`src/rtl/conclover_mem_port.sv`:
```
// rtl/conclover_mem_port.sv - element-granular Avalon-MM master with one-word read cache
// and write-combining buffer.
module conclover_mem_port #(
   parameter int ADDR_W = 16,
   parameter int BUS_W  = 32,
   parameter int ELEM_W = 8
) (
   input  logic                 clk,
   input  logic                 rst_n,
   output logic                 avm_m1_read,
   output logic                 avm_m1_write,
   output logic [ADDR_W-1:0]    avm_m1_address,
   output logic [BUS_W/8-1:0]   avm_m1_byteenable,
   output logic [BUS_W-1:0]     avm_m1_writedata,
   input  logic [BUS_W-1:0]     avm_m1_readdata,
   input  logic                 avm_m1_waitrequest,
   input  logic                 avm_m1_readdatavalid,
   input  logic [ADDR_W-1:0]    read_offset,
   input  logic [ADDR_W-1:0]    write_offset,
   input  logic [ADDR_W-1:0]    stop_write_offset,
   input  logic [ADDR_W-1:0]    rel_addr,
   input  logic                 read,
   input  logic                 write,
   input  logic                 flush,
   input  logic [ELEM_W-1:0]    save_data,
   output logic [ELEM_W-1:0]    read_data,
   output logic                 rdy,
   output logic                 busy
);
   localparam int BE = BUS_W / 8;
   localparam int EB = ELEM_W / 8;
   localparam int BL = $clog2(BE);
   localparam int EL = $clog2(EB);
   localparam int NL = BE / EB;
   localparam int LW = (NL > 1) ? $clog2(NL) : 1;
   localparam int TW = ADDR_W - BL;
   localparam logic [ADDR_W-1:0] EL_MASK = ADDR_W'((1 << EL) - 1);
   localparam logic [BE-1:0]     ELEM_BE = BE'((1 << EB) - 1);

   typedef enum logic [2:0] {S_IDLE, S_RD_REQ, S_RD_WAIT, S_WR_FLUSH, S_WR_MERGE, S_DONE} state_t;
   typedef enum logic [1:0] {OP_RD, OP_WR, OP_FL} op_t;

   function automatic logic [LW-1:0] lane_of(input logic [ADDR_W-1:0] a);
      return LW'((a >> EL) & ADDR_W'(NL - 1));
   endfunction

   state_t            state, next;
   op_t               op;
   logic              merged, stop_hit;
   logic [ADDR_W-1:0] req_addr;
   logic [ELEM_W-1:0] req_data;
   logic [BUS_W-1:0]  rc_data, wb_data;
   logic [TW-1:0]     rc_tag, wb_tag;
   logic              rc_valid;
   logic [BE-1:0]     wb_mask;

   logic [ADDR_W-1:0] raddr, waddr;
   logic [TW-1:0]     rtag, wtag, req_tag;
   logic [LW-1:0]     req_lane;
   logic [BE-1:0]     new_mask;
   logic              dirty, accept;

   assign raddr    = (rel_addr + read_offset) & ~EL_MASK;
   assign waddr    = (rel_addr + write_offset) & ~EL_MASK;
   assign rtag     = raddr[ADDR_W-1:BL];
   assign wtag     = waddr[ADDR_W-1:BL];
   assign req_tag  = req_addr[ADDR_W-1:BL];
   assign req_lane = lane_of(req_addr);
   assign new_mask = wb_mask | (ELEM_BE << (req_lane * EB));
   assign dirty    = |wb_mask;
   assign accept   = (state == S_IDLE) && (flush || write || read);

   always_ff @(posedge clk or negedge rst_n) begin
      if (!rst_n) state <= S_IDLE;
      else        state <= next;
   end

   always_comb begin
      next = state;
      case (state)
         S_IDLE: begin
            if (flush)
               next = dirty ? S_WR_FLUSH : S_DONE;
            else if (write)
               next = (dirty && wb_tag != wtag) ? S_WR_FLUSH : S_WR_MERGE;
            else if (read) begin
               if (dirty && wb_tag == rtag)          next = S_WR_FLUSH;
               else if (rc_valid && rc_tag == rtag)  next = S_DONE;
               else                                  next = S_RD_REQ;
            end
         end
         S_RD_REQ:   if (!avm_m1_waitrequest) next = S_RD_WAIT;
         S_RD_WAIT:  if (avm_m1_readdatavalid) next = S_DONE;
         S_WR_FLUSH: begin
            if (!avm_m1_waitrequest) begin
               if (op == OP_RD)                 next = S_RD_REQ;
               else if (op == OP_WR && !merged) next = S_WR_MERGE;
               else                             next = S_DONE;
            end
         end
         S_WR_MERGE: next = (&new_mask || stop_hit) ? S_WR_FLUSH : S_DONE;
         S_DONE:     next = S_IDLE;
         default:    next = S_IDLE;
      endcase
   end

   // Bus outputs decode straight from the state register, so an async reset drops them at once.
   always_comb begin
      avm_m1_read       = 1'b0;
      avm_m1_write      = 1'b0;
      avm_m1_address    = '0;
      avm_m1_byteenable = '0;
      avm_m1_writedata  = '0;
      read_data         = '0;
      rdy               = 1'b0;
      busy              = (state != S_IDLE);
      case (state)
         S_RD_REQ: begin
            avm_m1_read       = 1'b1;
            avm_m1_address    = {req_tag, {BL{1'b0}}};
            avm_m1_byteenable = '1;
         end
         S_WR_FLUSH: begin
            avm_m1_write      = 1'b1;
            avm_m1_address    = {wb_tag, {BL{1'b0}}};
            avm_m1_byteenable = wb_mask;
            avm_m1_writedata  = wb_data;
         end
         S_DONE: begin
            rdy = 1'b1;
            if (op == OP_RD) read_data = rc_data[req_lane * ELEM_W +: ELEM_W];
         end
         default: ;
      endcase
   end

   always_ff @(posedge clk or negedge rst_n) begin
      if (!rst_n) begin
         op       <= OP_RD;
         merged   <= 1'b0;
         stop_hit <= 1'b0;
         req_addr <= '0;
         req_data <= '0;
         rc_data  <= '0;
         rc_tag   <= '0;
         rc_valid <= 1'b0;
         wb_data  <= '0;
         wb_tag   <= '0;
         wb_mask  <= '0;
      end else begin
         if (accept) begin
            op       <= flush ? OP_FL : (write ? OP_WR : OP_RD);
            req_addr <= write ? waddr : raddr;
            req_data <= save_data;
            stop_hit <= (waddr == stop_write_offset);
            merged   <= 1'b0;
            if (flush) rc_valid <= 1'b0;
         end
         if (state == S_RD_WAIT && avm_m1_readdatavalid) begin
            rc_data  <= avm_m1_readdata;
            rc_tag   <= req_tag;
            rc_valid <= 1'b1;
         end
         // Flushed bytes are zeroed so a later partial flush never carries stale lanes.
         if (state == S_WR_FLUSH && !avm_m1_waitrequest) begin
            wb_mask <= '0;
            wb_data <= '0;
         end
         if (state == S_WR_MERGE) begin
            wb_data[req_lane * ELEM_W +: ELEM_W] <= req_data;
            wb_mask <= new_mask;
            wb_tag  <= req_tag;
            merged  <= 1'b1;
            if (rc_valid && rc_tag == req_tag)
               rc_data[req_lane * ELEM_W +: ELEM_W] <= req_data;
         end
      end
   end
endmodule
```
`config.mk`:
```
export PLATFORM = sky130hd
export DESIGN_NAME = conclover_mem_port
export DESIGN_NICKNAME = d
export VERILOG_FILES = /design/src/rtl/conclover_mem_port.sv
export SDC_FILE = /design/constraint.sdc
export NUM_CORES = 1
export LEC_CHECK = 0
export ABC_AREA = 1
export BUFFER_PORTS_ARGS = -buffer_cell sky130_fd_sc_hd__clkbuf_2
export CAP_MARGIN = 25
export CORE_MARGIN = 3
export CORE_UTILIZATION = 55
export DETAILED_ROUTE_END_ITERATION = 8
export PLACE_DENSITY_LB_ADDON = 0.08
export SYNTH_ARGS = -nofsm -noshare
export SYNTH_HDL_FRONTEND = slang
export SYNTH_SLANG_ARGS = --single-unit
```
`constraint.sdc`:
```
create_clock -name clk -period 4.2 [get_ports clk]
set_input_delay 0.21 -clock clk [delete_from_list [all_inputs] [get_ports clk]]
set_output_delay 0.21 -clock clk [all_outputs]
set_load 0.005 [all_outputs]
```
==> results.tsv <==
stage	metric	value	unit
cts	insertion_delay	0.42	ns
die	fp-row-count	47	
global_routing	grt_max_degree	59	
status	outcome	completed	
worst_setup_path	worst-path-buf-inv	5	
timing	fin_crit	2.97	ns
yosys	mappedNetlistArea	9450	um2
global_routing	antenna_found_initial	0	
yosys	async_flop_share	100	%
cts	htreeDepth	4	
yosys	yosysUniqueCellTypes	48	
yosys	synth.largest_area_cell	dfrtp_1	
die	ioPinCount	175	
final_layout	drive_gt1_share	16.3	%
final_layout	num_antenna_cells	0	
place	dp.cells	1746	
final_layout	fin_cells	1780	
worst_setup_path	crit_family	buffers and inverters	
timing	hold_violations	0	
route	ant_nets	0	
job	cap_violations	0	
worst_setup_path	crit_top_cell	inv_1	
yosys	syn-instance-count	1388	
timing	maxSlewHeadroom	38.5	%
die	dieArea	18800	um2
worst_setup_path	worstSetupStartpointType	register	
worst_setup_path	cp_max_fo	29	
worst_setup_path	cp_slowest_stage_delay	0.93	ns
cts	cts.sinks	128	
global_routing	grt_use_total	32.3	%
die	start_util	56.6	%
cts	ctsResizeCount	0	
final_layout	final_core_util	67.4	%
place	port_buffers	172	
power_and_ir_drop	ir_worst_vdd	0.434	mV
yosys	yosysSeqAreaShare	33.9	%
global_routing	grt_pass1_wl	47000	um
worst_setup_path	crit_type	register to register	
cts	cts_hold_buf	1	
global_routing	grt_overflow	0	
route	wirelength	30300	um
power_and_ir_drop	powerDensity	644	nW/um2
route	drc	0	
final_layout	multiInputGateArea	5220	um2
route	wl_per_cell	17.0	um
cts	clockBufferDepth	2	
die	die_w	137	um
die	coreArea	16700	um2
place	gp_congestion	0.988	
timing	worstMarginPinSlew	0.921	ns
timing	timing.fmax	0.336	GHz
worst_setup_path	crit_required	4.50	ns
route	first_pass_iters	5	
yosys	synth-edff-count	0	
timing	grt_setup_unrepaired	false	
global_routing	grt_pass1_vias	9021	
yosys	synth_top_area_share	33.9	%
final_layout	seqCellArea	3200	um2
cts	post_cts_buffers	0	
route	via_count	10000	
route	first_iter_violations	959	
worst_setup_path	cp_slowest_cell	dfrtp_1	
timing	final_max_slew_viol_count	0	
yosys	avgSynthCellArea	6.81	um2
cts	cts_buffers	17	
worst_setup_path	arrival	3.27	ns
worst_setup_path	path_cells	inv_1 > ha_1 > inv_1 > nor2_1 > inv_1 > nor2_1 > inv_1 > nor2_1 > o21ai_0 > inv_1	
final_layout	syn2layout_area_growth	19.1	%
final_layout	finish.net_count	1695	
yosys	synth_area_leaders	dfrtp_1, nand2_1, inv_1	
yosys	synth-seq-cells	128	
timing	setup_tns	0	ns
timing	clock_skew	0.00672	ns
route	vias_per_cell	5.64	
final_layout	fill_cells	1516	
worst_hold_path	worstHoldPathType	input pin to register	
power_and_ir_drop	cellLeakagePower	5.97	nW
yosys	synth_warnings	0	
yosys	synthFlopType	dfrtp_1	
cts	cts_tree	yes	
place	dp_hpwl	23000	um
cts	cts.clk_slew.worst_paths	0.06	ns
cts	root_buffer	clkbuf_16	
die	die_h	137	um
worst_setup_path	cp-end-kind	register	
timing	setup_violations	0	
timing	finalCritPeriodShare	70.8	%
[cells by family after synthesis]
kind of cell | share of synthesized area (%)
multiplexers | 0.953
AO/OA/AOI/OAI | 17.0
flip-flops | 33.9
AND/OR/NAND/NOR | 28.8
other | 0.0397
buffers and inverters | 11.1
adder cells (fa/ha/maj) | 5.06
XOR/XNOR | 3.18
[layout by cell type, fill, tap and decap left out, types with 5 or more instances in the layout]
cell type	synthesis	final
o211ai_1	27	27
inv_1	224	224
o32ai_1	11	11
mux2_2	8	8
o31ai_1	27	27
nand2_2	11	12
xnor2_1	11	11
nor2_4	4	5
o21ai_0	108	108
nor2_1	122	121
ha_1	35	35
bufinv_16	0	10
nor3_1	7	7
o22ai_1	22	22
a21oi_1	54	54
dfrtp_1	128	128
clkbuf_16	0	17
nand2_1	354	353
buf_4	3	7
clkbuf_2	0	171
xor2_1	17	17
a21oi_2	6	6
nand3_1	122	122
[registers in the layout (all words and copies together), names as in the netlist, 2 cells and up]
signal / cells
req_data: 8
req_addr: 16
op: 2
state: 3
wb_mask: 4
wb_tag: 14
wb_data: 32
rc_tag: 14
rc_data: 32
[metrics by stage]
| stage | cell area [um2] | power [mW] | worst slack (ns) | hold WS, ns |
|---|---|---|---|---|
| final | 11300 | 7.26 | 1.23 | 0.00981 |
| after global routing | 11300 | 7.76 | 0.935 | 0.00957 |
| after CTS | 11200 | 7.20 | 1.28 | 0.00236 |
| after detailed placement | 10500 | 5.23 | 1.34 | 0.256 |
| after global placement | 10500 | 5.19 | 1.38 | 0.253 |
| after floorplan | 9460 | 4.23 | 1.98 | -0.0856 |
[worst register-to-register path: stages (launching register included)]
cell and delay (ns):
dfrtp_1 0.93, inv_1 0.44, ha_1 0.45, inv_1 0.12, nor2_1 0.05, inv_1 0.06, nor2_1 0.04, inv_1 0.36
nor2_1 0.14, o21ai_0 0.20, inv_1 0.06
[synth_stat cells, drive strengths merged, types with 15 or more instances]
cell type and number:
o22ai 22, buf 15, xor2 19, o21ai 110
ha 35, dfrtp 128, nor2 128, o211ai 27
inv 228, nand3 125, nand2 366, o31ai 27
a21oi 60, clkbuf 26
[final timing paths]
check | cells after the start | start | slack [ns] | to
max | 10 | req_addr[0] | 1.23 | rc_data[19]
min | 3 | save_data[5] | 0.01 | req_data[5]
max reg2reg | 10 | req_addr[0] | 1.23 | rc_data[19]
min reg2reg | 2 | merged | 0.50 | merged
max in group asynchronous | 3 | rst_n | 2.83 | rc_data[24]
min in group asynchronous | 2 | rst_n | 0.34 | wb_tag[12]
[routing by layer]
layer  GRT usage (%)  vias to the layer above  part of all wire [%]
met5               0                        -                     0
met4            6.98                        0                   1.5
met3            6.40                       49                    10
met2            47.5                      512                    43
met1            49.4                     4648                    45
li1                -                     4831                     -
[final cells by class]
cell class                 count  area share (%)
sequential                   128            28.4
multi-input combinational    990            46.3
clock buffer                  18            3.81
tap                          220            2.44
inverter                     230            7.67
timing repair buffer         180            8.33
clock inverter                14            2.97
[report_power, final]
| part | internal [mW] | switching [mW] |
|---|---|---|
| sequential | 1.78 | 0.432 |
| combinational | 1.06 | 2.06 |
| clock | 1.36 | 0.562 |
| total | 4.20 | 3.06 |
(Power assumes the default switching activity.)
